`config.mk`:
```
export PLATFORM = sky130hd
export DESIGN_NAME = jk_bank_driver
export DESIGN_NICKNAME = d
export VERILOG_FILES = /design/src/rtl/jk_bank_driver.sv
export SDC_FILE = /design/constraint.sdc
export NUM_CORES = 1
export LEC_CHECK = 0
export BUFFER_PORTS_ARGS = -buffer_cell sky130_fd_sc_hd__buf_4
export CELL_PAD_IN_SITES_DETAIL_PLACEMENT = 0
export CELL_PAD_IN_SITES_GLOBAL_PLACEMENT = 1
export CORE_ASPECT_RATIO = 1.75
export CORE_MARGIN = 10
export CORE_UTILIZATION = 39
export DETAILED_ROUTE_END_ITERATION = 8
export HOLD_SLACK_MARGIN = 0.08
export PLACE_DENSITY_LB_ADDON = 0.1
export SLEW_MARGIN = 20
export SYNTH_ARGS = -nofsm -noshare
export SYNTH_HDL_FRONTEND = slang
export SYNTH_SLANG_ARGS = --single-unit
```
`constraint.sdc`:
```
create_clock -name iClk -period 1.8 [get_ports iClk]
set_input_delay 0.36 -clock iClk [delete_from_list [all_inputs] [get_ports iClk]]
set_output_delay 0.36 -clock iClk [all_outputs]
set_load 0.005 [all_outputs]
```
`src/rtl/jk_bank_driver.sv`:
```
// Drives the J/K inputs of an external JK flip-flop bank toward a commanded target,
// then verifies the Q readback with bounded re-drive and a sticky error on persistent mismatch.
module jk_bank_driver #(
    parameter int WIDTH     = 4,
    parameter int MAX_RETRY = 2
) (
    input  logic             iClk,
    input  logic             iRst,
    input  logic             iCmdValid,
    input  logic [1:0]       iCmd,
    input  logic [WIDTH-1:0] iData,
    output logic             oCmdReady,
    input  logic [WIDTH-1:0] iQ,
    output logic [WIDTH-1:0] oJ,
    output logic [WIDTH-1:0] oK,
    output logic             oDone,
    output logic             oErr,
    output logic [WIDTH-1:0] oExpected,
    input  logic             iClrErr
);

    localparam int RW = (MAX_RETRY > 0) ? $clog2(MAX_RETRY + 1) : 1;
    localparam logic [RW-1:0] maxRetry = RW'(MAX_RETRY);

    typedef enum logic [1:0] {IDLE, DRIVE, CHECK, ERROR} stateT;

    stateT            state;
    stateT            nextState;
    logic [RW-1:0]    retryCnt;
    logic [WIDTH-1:0] target;
    logic             match;
    logic             retryLeft;
    logic             accept;

    // Excitation never produces the toggle code: set only bits rising, reset only bits falling.
    function automatic logic [WIDTH-1:0] exciteJ(input logic [WIDTH-1:0] q, input logic [WIDTH-1:0] t);
        return ~q & t;
    endfunction

    function automatic logic [WIDTH-1:0] exciteK(input logic [WIDTH-1:0] q, input logic [WIDTH-1:0] t);
        return q & ~t;
    endfunction

    always_comb begin
        target = iQ;
        case (iCmd)
            2'b00:   target = iQ;
            2'b01:   target = iData;
            2'b10:   target = iQ + WIDTH'(1);
            default: target = iQ - WIDTH'(1);
        endcase
    end

    assign match     = (iQ == oExpected);
    assign retryLeft = (retryCnt < maxRetry);
    assign accept    = (state == IDLE) && iCmdValid;

    always_ff @(posedge iClk or posedge iRst) begin
        if (iRst) begin
            state <= IDLE;
        end else begin
            state <= nextState;
        end
    end

    always_comb begin
        nextState = state;
        case (state)
            IDLE:    if (iCmdValid) nextState = DRIVE;
            DRIVE:   nextState = CHECK;
            CHECK:   begin
                if (match) begin
                    nextState = IDLE;
                end else if (retryLeft) begin
                    nextState = DRIVE;
                end else begin
                    nextState = ERROR;
                end
            end
            ERROR:   if (iClrErr) nextState = IDLE;
            default: nextState = IDLE;
        endcase
    end

    always_comb begin
        oCmdReady = (state == IDLE);
    end

    // J/K fall back to the hold code every cycle unless a drive is being launched.
    always_ff @(posedge iClk or posedge iRst) begin
        if (iRst) begin
            oJ        <= '0;
            oK        <= '0;
            oDone     <= 1'b0;
            oErr      <= 1'b0;
            oExpected <= '0;
            retryCnt  <= '0;
        end else begin
            oJ    <= '0;
            oK    <= '0;
            oDone <= 1'b0;
            if (accept) begin
                oExpected <= target;
                oJ        <= exciteJ(iQ, target);
                oK        <= exciteK(iQ, target);
                retryCnt  <= '0;
            end
            if (state == CHECK) begin
                if (match) begin
                    oDone <= 1'b1;
                end else if (retryLeft) begin
                    retryCnt <= retryCnt + RW'(1);
                    oJ       <= exciteJ(iQ, oExpected);
                    oK       <= exciteK(iQ, oExpected);
                end else begin
                    oErr <= 1'b1;
                end
            end
            if ((state == ERROR) && iClrErr) begin
                oErr <= 1'b0;
            end
        end
    end

endmodule

```
==> metrics, run 1 <==
status=finished clean; CTS H-tree lvls=1; Post-synth EDFFs=0; worst-case clock skew=0.002793 ns; Final Cycle Share=0.9118; origin of the worst setup path=iCmd[0]; Cells after Synth=110; Yosys reg bits=18; Flop pwr share=0.390; Comb pwr share=0.417; Top Ports=29; DRT Pass-1 Iters=4; Synth Net Count=135; Iter 0 DRT Violations=18; worst hold path class=input port to async pin; Compound-Gate Fraction of Synth Area=0.1943; largest family of logic cells by synthesized area=compound AO/OA/AOI/OAI gates; Final #Nets=171; syn_area_per_cell=9.953 µm²; FMAX=0.6093 GHz; DPL Wire Length=2148 µm; Synth Area in Simple Gates=0.1657; Pins Over Slew Limit=0; Die H=90.09 µm; number of global-route vias before repair=967; YS warnings=0; top cells by instance count after synthesis=dfrtp_1, nand2_1, ha_1, inv_1, a21oi_1; VDD IR-drop max=0.3735 mV; Max Cap Viol=0; Post-Route Utilization=0.5284; gr usage total=0.1031; Switch Pwr=0.0005831 W; Clock Power Share=0.192; most numerous cell in the Yosys netlist=dfrtp_1; Row Count=25; die width=60.05 µm; slew margin rel.=0.5530; Final Power=0.001681 W; # fillers=267; clock sink total=18; Non-Filler Instances=172; WL/cell=14.98 µm; sequential fraction of the synthesis area=0.4114; area share of the largest cell type after synthesis=0.4114; antenna viol nets, final=0; reg-to-reg critical path startpoint=oExpected[1]; layout cell share with drive strength beyond 1=0.2966; ranking of synthesized cells by area=dfrtp_1, ha_1, nand2_1, inv_1, o31ai_1; synth unique cells=35; Bufs on Longest Clock Path=2; fin area=1421 µm²; grt ovf=0; largest fanout on the critical path=4; Switching Fraction=0.3469; TritonCTS buffer count=3; gpl congestion=0.7770; Worst setup EP type=register; internal power=0.001098 W; Post-Syn Area=1095 µm²; pin count of the biggest net entering global routing=19; Critical Path AT=1.79 ns; Initial Utilization=0.4070; Adder-Cell Fraction of Synth Area=0.1326; Area Growth Syn to Fin=29.83%; Clk Latency, worst-skew pair=0.25 ns; leak pwr=0.7224 nW; final WL=2577 µm; Setup violations, final=0; first-pass GRT wire length=4478 µm; Placed Area=1366 µm²; Port Buffers=28; RSZ-0062 raised after global routing=false; post-synth top area cell=dfrtp_1; DIE AREA=5410 µm²; minimum clock period=1.641 ns; multiplexer share of the synthesized area=0.03771; Synth Area in XOR/XNOR=0.008000; Vias per Instance=5.238; initial antenna violation count=0; WS Path Type=input port to register; DRC Markers=0; CTS tree=done; critical path data required time=1.95 ns; Tightest Pin Transition=0.6697 ns; core region area=2690 µm²; startpoint types=input port; Post-CTS Setup Inserts=0; CTS root buffer=clkbuf_8; PD cells=1183 nW/µm²; Post-synth ARST share=1.000; Hold Vio Cnt, Final=0; n_diodes=0; CTS Hold Buffers Added=0; clk slew on worst S/H paths=0.06 ns; dpl cells=168; via count=901; CTS-repair resized insts=0; Synth Flop Type=dfrtp_1
## stage by stage
stage               setup TNS [ns]  hold slack (ns)  setup slack (ns)
finish                           0           0.2107            0.1588
global route                     0           0.2732           0.03850
CTS                              0           0.2337            0.1452
detailed placement         -0.3517           0.4870           -0.1177
global placement          -0.09146           0.4715          -0.04640
floorplan                        0           0.2986           0.02885
## final timing paths
| path | to | slack (ns) | cells past startpoint |
|---|---|---|---|
| worst max-delay path | oK[3] | 0.16 | 7 |
| worst min-delay path | oDone | 0.21 | 2 |
| worst max register to register | oK[1] | 0.21 | 5 |
| worst min register to register | retryCnt[0] | 0.49 | 1 |
| max in group asynchronous | oK[0] | 1.16 | 2 |
| min in group iClk | oErr | 0.33 | 2 |
## power by group through the flow
stage | sequential, W | combinational (W) | clock (W)
floorplan | 0.000655 | 0.000368 | 0
global placement | 0.000666 | 0.000711 | 0
detailed placement | 0.000665 | 0.000722 | 0
CTS | 0.000657 | 0.000726 | 0.000330
global route | 0.000679 | 0.000801 | 0.000350
finish | 0.000656 | 0.000702 | 0.000323
## logic make-up (layout without fill, tap and decap cells)
logic type                 after synthesis  count (layout)
DFF                                     18              18
muxes                                    4               4
xor gates and xnor gates                 1               1
adders and majority gates               11              11
and+or+nand+nor                         33              33
buffers and inverters                   13              48
AOI/OAI and AO/OA                       30              30
## per-layer routing
layer,wire length (µm),vias up,GRT usage
li1,-,459,-
met2,1400,19,0.1750
met5,0,-,0
met3,163,2,0.02113
met4,35,0,0.05639
met1,977,421,0.1106
## layout by cell type (no fill, tap or decap), types with 4 or more instances in the layout
cell type | netlist | routed
a21oi_1 | 6 | 6
buf_4 | 1 | 34
clkbuf_8 | 0 | 4
dfrtp_1 | 18 | 18
ha_1 | 10 | 10
inv_1 | 10 | 10
nand2_1 | 14 | 14
nor2_1 | 4 | 4
o31ai_1 | 5 | 5
## state kept, by name, indices dropped and copies added (netlist names)
| signal | count |
|---|---|
| oJ | 4 |
| oDone | 1 |
| oExpected | 4 |
| oK | 4 |
| retryCnt | 2 |
| state | 2 |
| oErr | 1 |
## area by class of cell
class,count,area [µm²],share of cell area
Sequential cell,18,450.4,0.3169
Clock buffer,4,55.05,0.03873
Multi-Input combinational cell,79,589.3,0.4146
Inverter,10,37.54,0.02641
Tap cell,27,33.78,0.02377
Timing Repair Buffer,34,255.2,0.1796
## worst max-delay path, stage by stage
cell	delay (ns)
buf_4	0.11
nand2b_1	0.19
ha_1	0.33
a21oi_1	0.30
a21bo_2	0.20
a31oi_1	0.09
o31ai_1	0.21
No activity file was read; power rests on OpenSTA's default activity.
==> inputs of run 2 (changes only) <==
--- a/config.mk
+++ b/config.mk
@@ -5,13 +5,13 @@
 export SDC_FILE = /design/constraint.sdc
 export NUM_CORES = 1
 export LEC_CHECK = 0
-export BUFFER_PORTS_ARGS = -buffer_cell sky130_fd_sc_hd__buf_4
 export CELL_PAD_IN_SITES_DETAIL_PLACEMENT = 0
 export CELL_PAD_IN_SITES_GLOBAL_PLACEMENT = 1
 export CORE_ASPECT_RATIO = 1.75
 export CORE_MARGIN = 10
-export CORE_UTILIZATION = 39
+export CORE_UTILIZATION = 42
 export DETAILED_ROUTE_END_ITERATION = 8
+export DONT_BUFFER_PORTS = 1
 export HOLD_SLACK_MARGIN = 0.08
 export PLACE_DENSITY_LB_ADDON = 0.1
 export SLEW_MARGIN = 20
==> constraint.sdc (replaced) <==
create_clock -name iClk -period 1.35 [get_ports iClk]
set_input_delay 0.27 -clock iClk [delete_from_list [all_inputs] [get_ports iClk]]
set_output_delay 0.27 -clock iClk [all_outputs]
set_load 0.005 [all_outputs]
==> metrics, run 2 (same netlist as run 1, synthesis figures left out) <==
status=complete, but fails checks; failing checks=negative setup slack; DIE AREA=5129 µm² (-5.2%); via count=858 (-4.8%); # fillers=234 (-12%); Critical Path AT=1.58 ns (-0.21 ns); grt ovf=0 (unchanged); Iter 0 DRT Violations=12 (-6); Hold Path Stages=1; gpl congestion=0.8152 (+4.9%); worst-case clock skew=0.004478 ns (+0.001685 ns); hold path start=iQ[2]; n_diodes=0 (unchanged); critical path data required time=1.48 ns (-0.47 ns); area of the multi-input gates=669.4 µm² (+14%); Max stage delay on crit path=0.41 ns (+0.08 ns); Bufs on Longest Clock Path=2 (unchanged); register area=450.4 µm² (unchanged); Vias per Instance=5.720 (+9.2%); Initial Utilization=0.4393 (+0.03228); commonest cells after routing, fill and taps aside=dfrtp_1, nand2_1, inv_1, buf_4, ha_1; setup TNS=-0.5813 ns (-0.5813 ns); PD cells=1626 nW/µm² (+37%); antenna viol nets, final=0 (unchanged); die width=58.60 µm (-2.4%); CTS root buffer=clkbuf_8; pin count of the biggest net entering global routing=19 (unchanged); Worst setup EP type=register; Placed Area=1242 µm² (-9.1%); worst hold path class=input port to register; Port Buffers=0 (-100%); initial antenna violation count=0 (unchanged); FMAX=0.6883 GHz; CTS tree=done; Max Cap Viol=0 (unchanged); fin area=1359 µm² (-4.4%); final WL=2618 µm (+1.6%); first-pass GRT wire length=4146 µm (-7.4%); Hold WS=0.1098 ns (-0.1009 ns); DRT Pass-1 Iters=4 (unchanged); Hold Vio Cnt, Final=0 (unchanged); Tightest Pin Transition=0.2283 ns (-0.4414 ns); reg-to-reg slack, setup=-0.10 ns (-0.31 ns); Clk Latency, worst-skew pair=0.25 ns (about the same); TritonCTS buffer count=3 (unchanged); CTS H-tree lvls=1 (unchanged); minimum clock period=1.453 ns; largest fanout on the critical path=7 (+3); Row Count=24 (-4.0%); clk slew on worst S/H paths=0.06 ns (about the same); startpoint types=register; reg-to-reg critical path startpoint=oExpected[1]; slowest CP cell=dfrtp_1; leak pwr=0.6378 nW (-12%); number of global-route vias before repair=844 (-13%); Hold Path End=oJ[2]; crit-path cells=ha_4 -> and4_4 -> nor3_4 -> buf_6 -> a32o_1; WL/cell=17.45 µm (+16%); WS Path Type=register to register; layout cell share with drive strength beyond 1=0.2903 (-0.006229); Largest regs=oExpected (4), oJ (4), oK (4); worst setup margin=-0.1028 ns (-0.2616 ns); commonest non-fill, non-tap cell in the layout=dfrtp_1; Die H=87.54 µm (-2.8%); DPL Wire Length=2034 µm (-5.3%); R2R depth=5 (unchanged); Final Cycle Share=1.076; core region area=2492 µm² (-7.3%); Area Growth Syn to Fin=24.11%; slew margin rel.=0.8478 (+0.2947); Setup violations, final=8 (+8); Post-Route Utilization=0.5452 (+0.01681); gr usage total=0.1042 (+0.001072); Final #Nets=151 (-12%); Pins Over Slew Limit=0 (unchanged); RSZ-0062 raised after global routing=true; DRC Markers=0 (unchanged); clock sink total=18 (unchanged); R2R Path End=oK[1]; Top Ports=29 (unchanged); VDD IR-drop max=0.5243 mV (+40%)
run 2: metal layers:
| layer | up-vias | GRT usage | part of all wire |
|---|---|---|---|
| li1 | 421 | - | - |
| met1 | 407 | 0.1069 | 0.37 |
| met2 | 26 | 0.1736 | 0.51 |
| met3 | 4 | 0.03188 | 0.088 |
| met4 | 0 | 0.07338 | 0.031 |
| met5 | - | 0 | 0 |
run 2: worst max-delay path by stage:
stage                            start          end  slack [ns]  cells after the start
final                     oExpected[1]        oK[1]       -0.10                      5
after global routing      oExpected[1]        oK[1]       -0.15                      5
after CTS                 oExpected[3]  retryCnt[0]       -0.11                      5
after detailed placement  oExpected[1]        oK[0]       -0.13                      5
after global placement    oExpected[2]        oK[0]       -0.13                      5
after floorplan                iCmd[0]        oK[2]       -0.12                      6
run 2: through the flow:
stage	cells	setup WS (ns)	power [W]
after floorplan	110	-0.1199	0.001400
after global placement	144	-0.1252	0.001744
after detailed placement	144	-0.1324	0.001762
after CTS	149	-0.1081	0.002176
after global routing	150	-0.1452	0.002389
final	150	-0.1028	0.002209
run 2: area by class of cell:
| cell class | instances | share of cell area |
|---|---|---|
| clock buffer | 3 | 0.03039 |
| tap | 26 | 0.02394 |
| sequential | 18 | 0.3315 |
| multi-input combinational | 79 | 0.4926 |
| inverter | 10 | 0.02762 |
| timing repair buffer | 14 | 0.09392 |
run 2: what timing repair did:
item / 4_1_cts / 5_1_grt
hold endpoints to repair: 18 / 0
gates resized for setup: 5 / 6
hold buffers: 1 / 0
buffers inserted: 2 / 1
pin swaps: 3 / 3
setup endpoints to repair: 12 / 13
run 2: critical path: cells and delay by family (launching register included):
| family | cells | cell delay (ns) |
|---|---|---|
| DFF | 1 | 0.41 |
| and+or+nand+nor | 2 | 0.31 |
| adders and majority gates | 1 | 0.28 |
| AOI/OAI and AO/OA | 1 | 0.20 |
| buffers and inverters | 1 | 0.14 |
run 2: power by group:
| part | switching [W] | internal (W) | total, W |
|---|---|---|---|
| Sequential | 0.000159 | 0.000726 | 0.000885 |
| Clock | 0.000156 | 0.000198 | 0.000354 |
| Combinational | 0.000471 | 0.000499 | 0.000970 |
| Total | 0.000786 | 0.00142 | 0.00221 |
==> inputs of run 3 (changes only) <==
--- a/config.mk
+++ b/config.mk
@@ -7,7 +7,7 @@
 export LEC_CHECK = 0
 export CELL_PAD_IN_SITES_DETAIL_PLACEMENT = 0
 export CELL_PAD_IN_SITES_GLOBAL_PLACEMENT = 1
-export CORE_ASPECT_RATIO = 1.75
+export CORE_ASPECT_RATIO = 1.1
 export CORE_MARGIN = 10
 export CORE_UTILIZATION = 42
 export DETAILED_ROUTE_END_ITERATION = 8
==> metrics, run 3 (same netlist as run 1, synthesis figures left out) <==
FMAX=0.6952 GHz (+1.0%); Flop pwr share=0.391 (-0.010); leak pwr=0.6667 nW (+4.5%); Port Buffers=0 (unchanged); core region area=2496 µm² (+0.15%); R2R Path End=oK[1]; failing checks=negative setup slack; Final #Nets=158 (+4.6%); Comb pwr share=0.455 (+0.016); TritonCTS buffer count=3 (unchanged); minimum clock period=1.439 ns (-0.01432 ns); Max stage delay on crit path=0.41 ns (about the same); CTS root buffer=clkbuf_4; grt ovf=0 (unchanged); crit-path cells=ha_1 -> and4_4 -> nor3_4 -> buf_4 -> a32o_1; Iter 0 DRT Violations=63 (+51); worst-case clock skew=0.005040 ns (+0.0005626 ns); CTS H-tree lvls=1 (unchanged); Vias per Instance=5.423 (-5.2%); critical path depth=5 (unchanged); status=complete, but fails checks; Clk Latency, worst-skew pair=0.31 ns (+0.06 ns); Non-Filler Instances=163 (+8.7%); WL/cell=16.79 µm (-3.8%); VDD IR-drop max=0.8795 mV (+68%); RSZ-0062 raised after global routing=true; Setup violations, final=13 (+5); worst hold path class=input port to register; WS Path Type=register to register; R2R depth=5 (unchanged); Hold Vio Cnt, Final=0 (unchanged); Top Ports=29 (unchanged); Top delay family on crit path=flip-flops; worst setup margin=-0.08850 ns (+0.01432 ns); initial antenna violation count=0 (unchanged); DRC Markers=0 (unchanged); Row Count=19 (-21%); Worst setup EP type=register; critical path data required time=1.55 ns (+0.07 ns); Area Growth Syn to Fin=30.06%; clk slew on worst S/H paths=0.11 ns (+0.05 ns); reg-to-reg critical path startpoint=oExpected[0]; Clock Power Share=0.155 (-0.005); DRT Pass-1 Iters=4 (unchanged); Pins Over Slew Limit=0 (unchanged); Crit path buffers/inverters=1 (unchanged); setup TNS=-0.7694 ns (-0.1881 ns); origin of the worst setup path=oExpected[0]; n_diodes=0 (unchanged); Switch Pwr=0.0008285 W (+5.5%); gr usage total=0.1168 (+0.01266); gpl congestion=0.7092 (-13%); startpoint types=register; via count=884 (+3.0%); fin area=1424 µm² (+4.8%); commonest cells after routing, fill and taps aside=dfrtp_1, nand2_1, buf_4, inv_1, ha_1; CTS tree=done; Switching Fraction=0.3677 (+0.01209); first-pass GRT wire length=4478 µm (+8.0%); reg-to-reg slack, setup=-0.09 ns (about the same); Critical Path AT=1.64 ns (+0.06 ns); critical path endpoint=oK[1]; DIE AREA=5051 µm² (-1.5%); DPL Wire Length=2065 µm (+1.5%); slowest CP cell=dfrtp_1; Final Cycle Share=1.066 (-0.01060); Placed Area=1264 µm² (+1.7%); Initial Utilization=0.4386 (-0.0006606); commonest non-fill, non-tap cell in the layout=dfrtp_1; Largest regs=oExpected (4), oJ (4), oK (4); slew margin rel.=0.8416 (-0.006154); Tightest Pin Transition=0.2355 ns (+0.007218 ns); Die H=73.55 µm (-16%); layout cell share with drive strength beyond 1=0.2955 (+0.005132); final WL=2736 µm (+4.5%); Max Cap Viol=0 (unchanged); Bufs on Longest Clock Path=2 (unchanged); clock sink total=18 (unchanged); # fillers=236 (+0.85%); PD cells=1582 nW/µm² (-2.7%); internal power=0.001425 W (about the same); largest fanout on the critical path=4 (-3); dpl cells=151 (+4.9%); die width=68.68 µm (+17%); Hold WS=0.1316 ns (+0.02180 ns); pin count of the biggest net entering global routing=17 (-2); number of global-route vias before repair=879 (+4.1%); antenna viol nets, final=0 (unchanged); pre-CTS WS=-0.1006 ns (+0.03178 ns)
run 3: cell types whose count changed in the layout (fill, tap and decap cells not counted), sizes merged:
cell | previous run | this run
buf | 13 | 14
clkbuf | 3 | 4
dlygate4sd3 | 1 | 7
run 3: worst register-to-register path, delay by kind of cell (launching register included):
| family | cells | cell delay, ns |
|---|---|---|
| compound gates | 1 | 0.20 |
| fa+ha+maj | 1 | 0.28 |
| buf+inv | 1 | 0.15 |
| flops | 1 | 0.41 |
| simple gates | 2 | 0.30 |
run 3: worst min path at each step:
stage                       start        to  slack, ns  depth (start not counted)
after CTS                 iClrErr  state[0]       0.08                          1
after global placement       iRst     oK[3]       0.03                          1
after floorplan              iRst     oDone       0.21                          1
after detailed placement     iRst     oK[3]       0.03                          1
after global routing        iQ[2]     oK[2]       0.12                          1
final                       iQ[2]     oK[2]       0.13                          1
run 3: routing by layer:
layer / part of all wire / track usage / wire length (µm) / vias up
li1: - / - / - / 438
met1: 0.42 / 0.1384 / 1146 / 420
met2: 0.49 / 0.1877 / 1354 / 21
met3: 0.058 / 0.02432 / 160 / 5
met4: 0.027 / 0.06711 / 74 / 0
met5: 0 / 0 / 0 / -
run 3: power by group through the flow:
stage,clock [W],sequential [W],combinational (W)
after floorplan,0,0.000873,0.000527
after global placement,0,0.000872,0.000921
after detailed placement,0,0.000881,0.000929
after CTS,0.000352,0.000876,0.000994
after global routing,0.000379,0.000909,0.00114
final,0.000349,0.000880,0.00102
run 3: timing repair:
item,4_1_cts,5_1_grt
hold buffers,6,1
setup endpoints to repair,12,13
hold endpoints to repair,23,1
pin swaps,3,1
gates resized for setup,6,6
setup buffers,0,1
run 3: cell type report:
| cell class | instances | area [µm²] | area share |
|---|---|---|---|
| Sequential cell | 18 | 451.7 | 0.3172 |
| Timing Repair Buffer | 21 | 191.4 | 0.1344 |
| Clock buffer | 4 | 36.28 | 0.02548 |
| Tap cell | 31 | 38.79 | 0.02724 |
| Multi-Input combinational cell | 79 | 668.1 | 0.4692 |
| Inverter | 10 | 37.54 | 0.02636 |
run 3: stage by stage:
stage / util / total power (W)
finish: 0.5704 / 0.002253
floorplan: - / 0.001400
detailed placement: 0.5063 / 0.001810
global placement: 0.5063 / 0.001793
CTS: 0.5574 / 0.002223
global route: 0.5704 / 0.002427
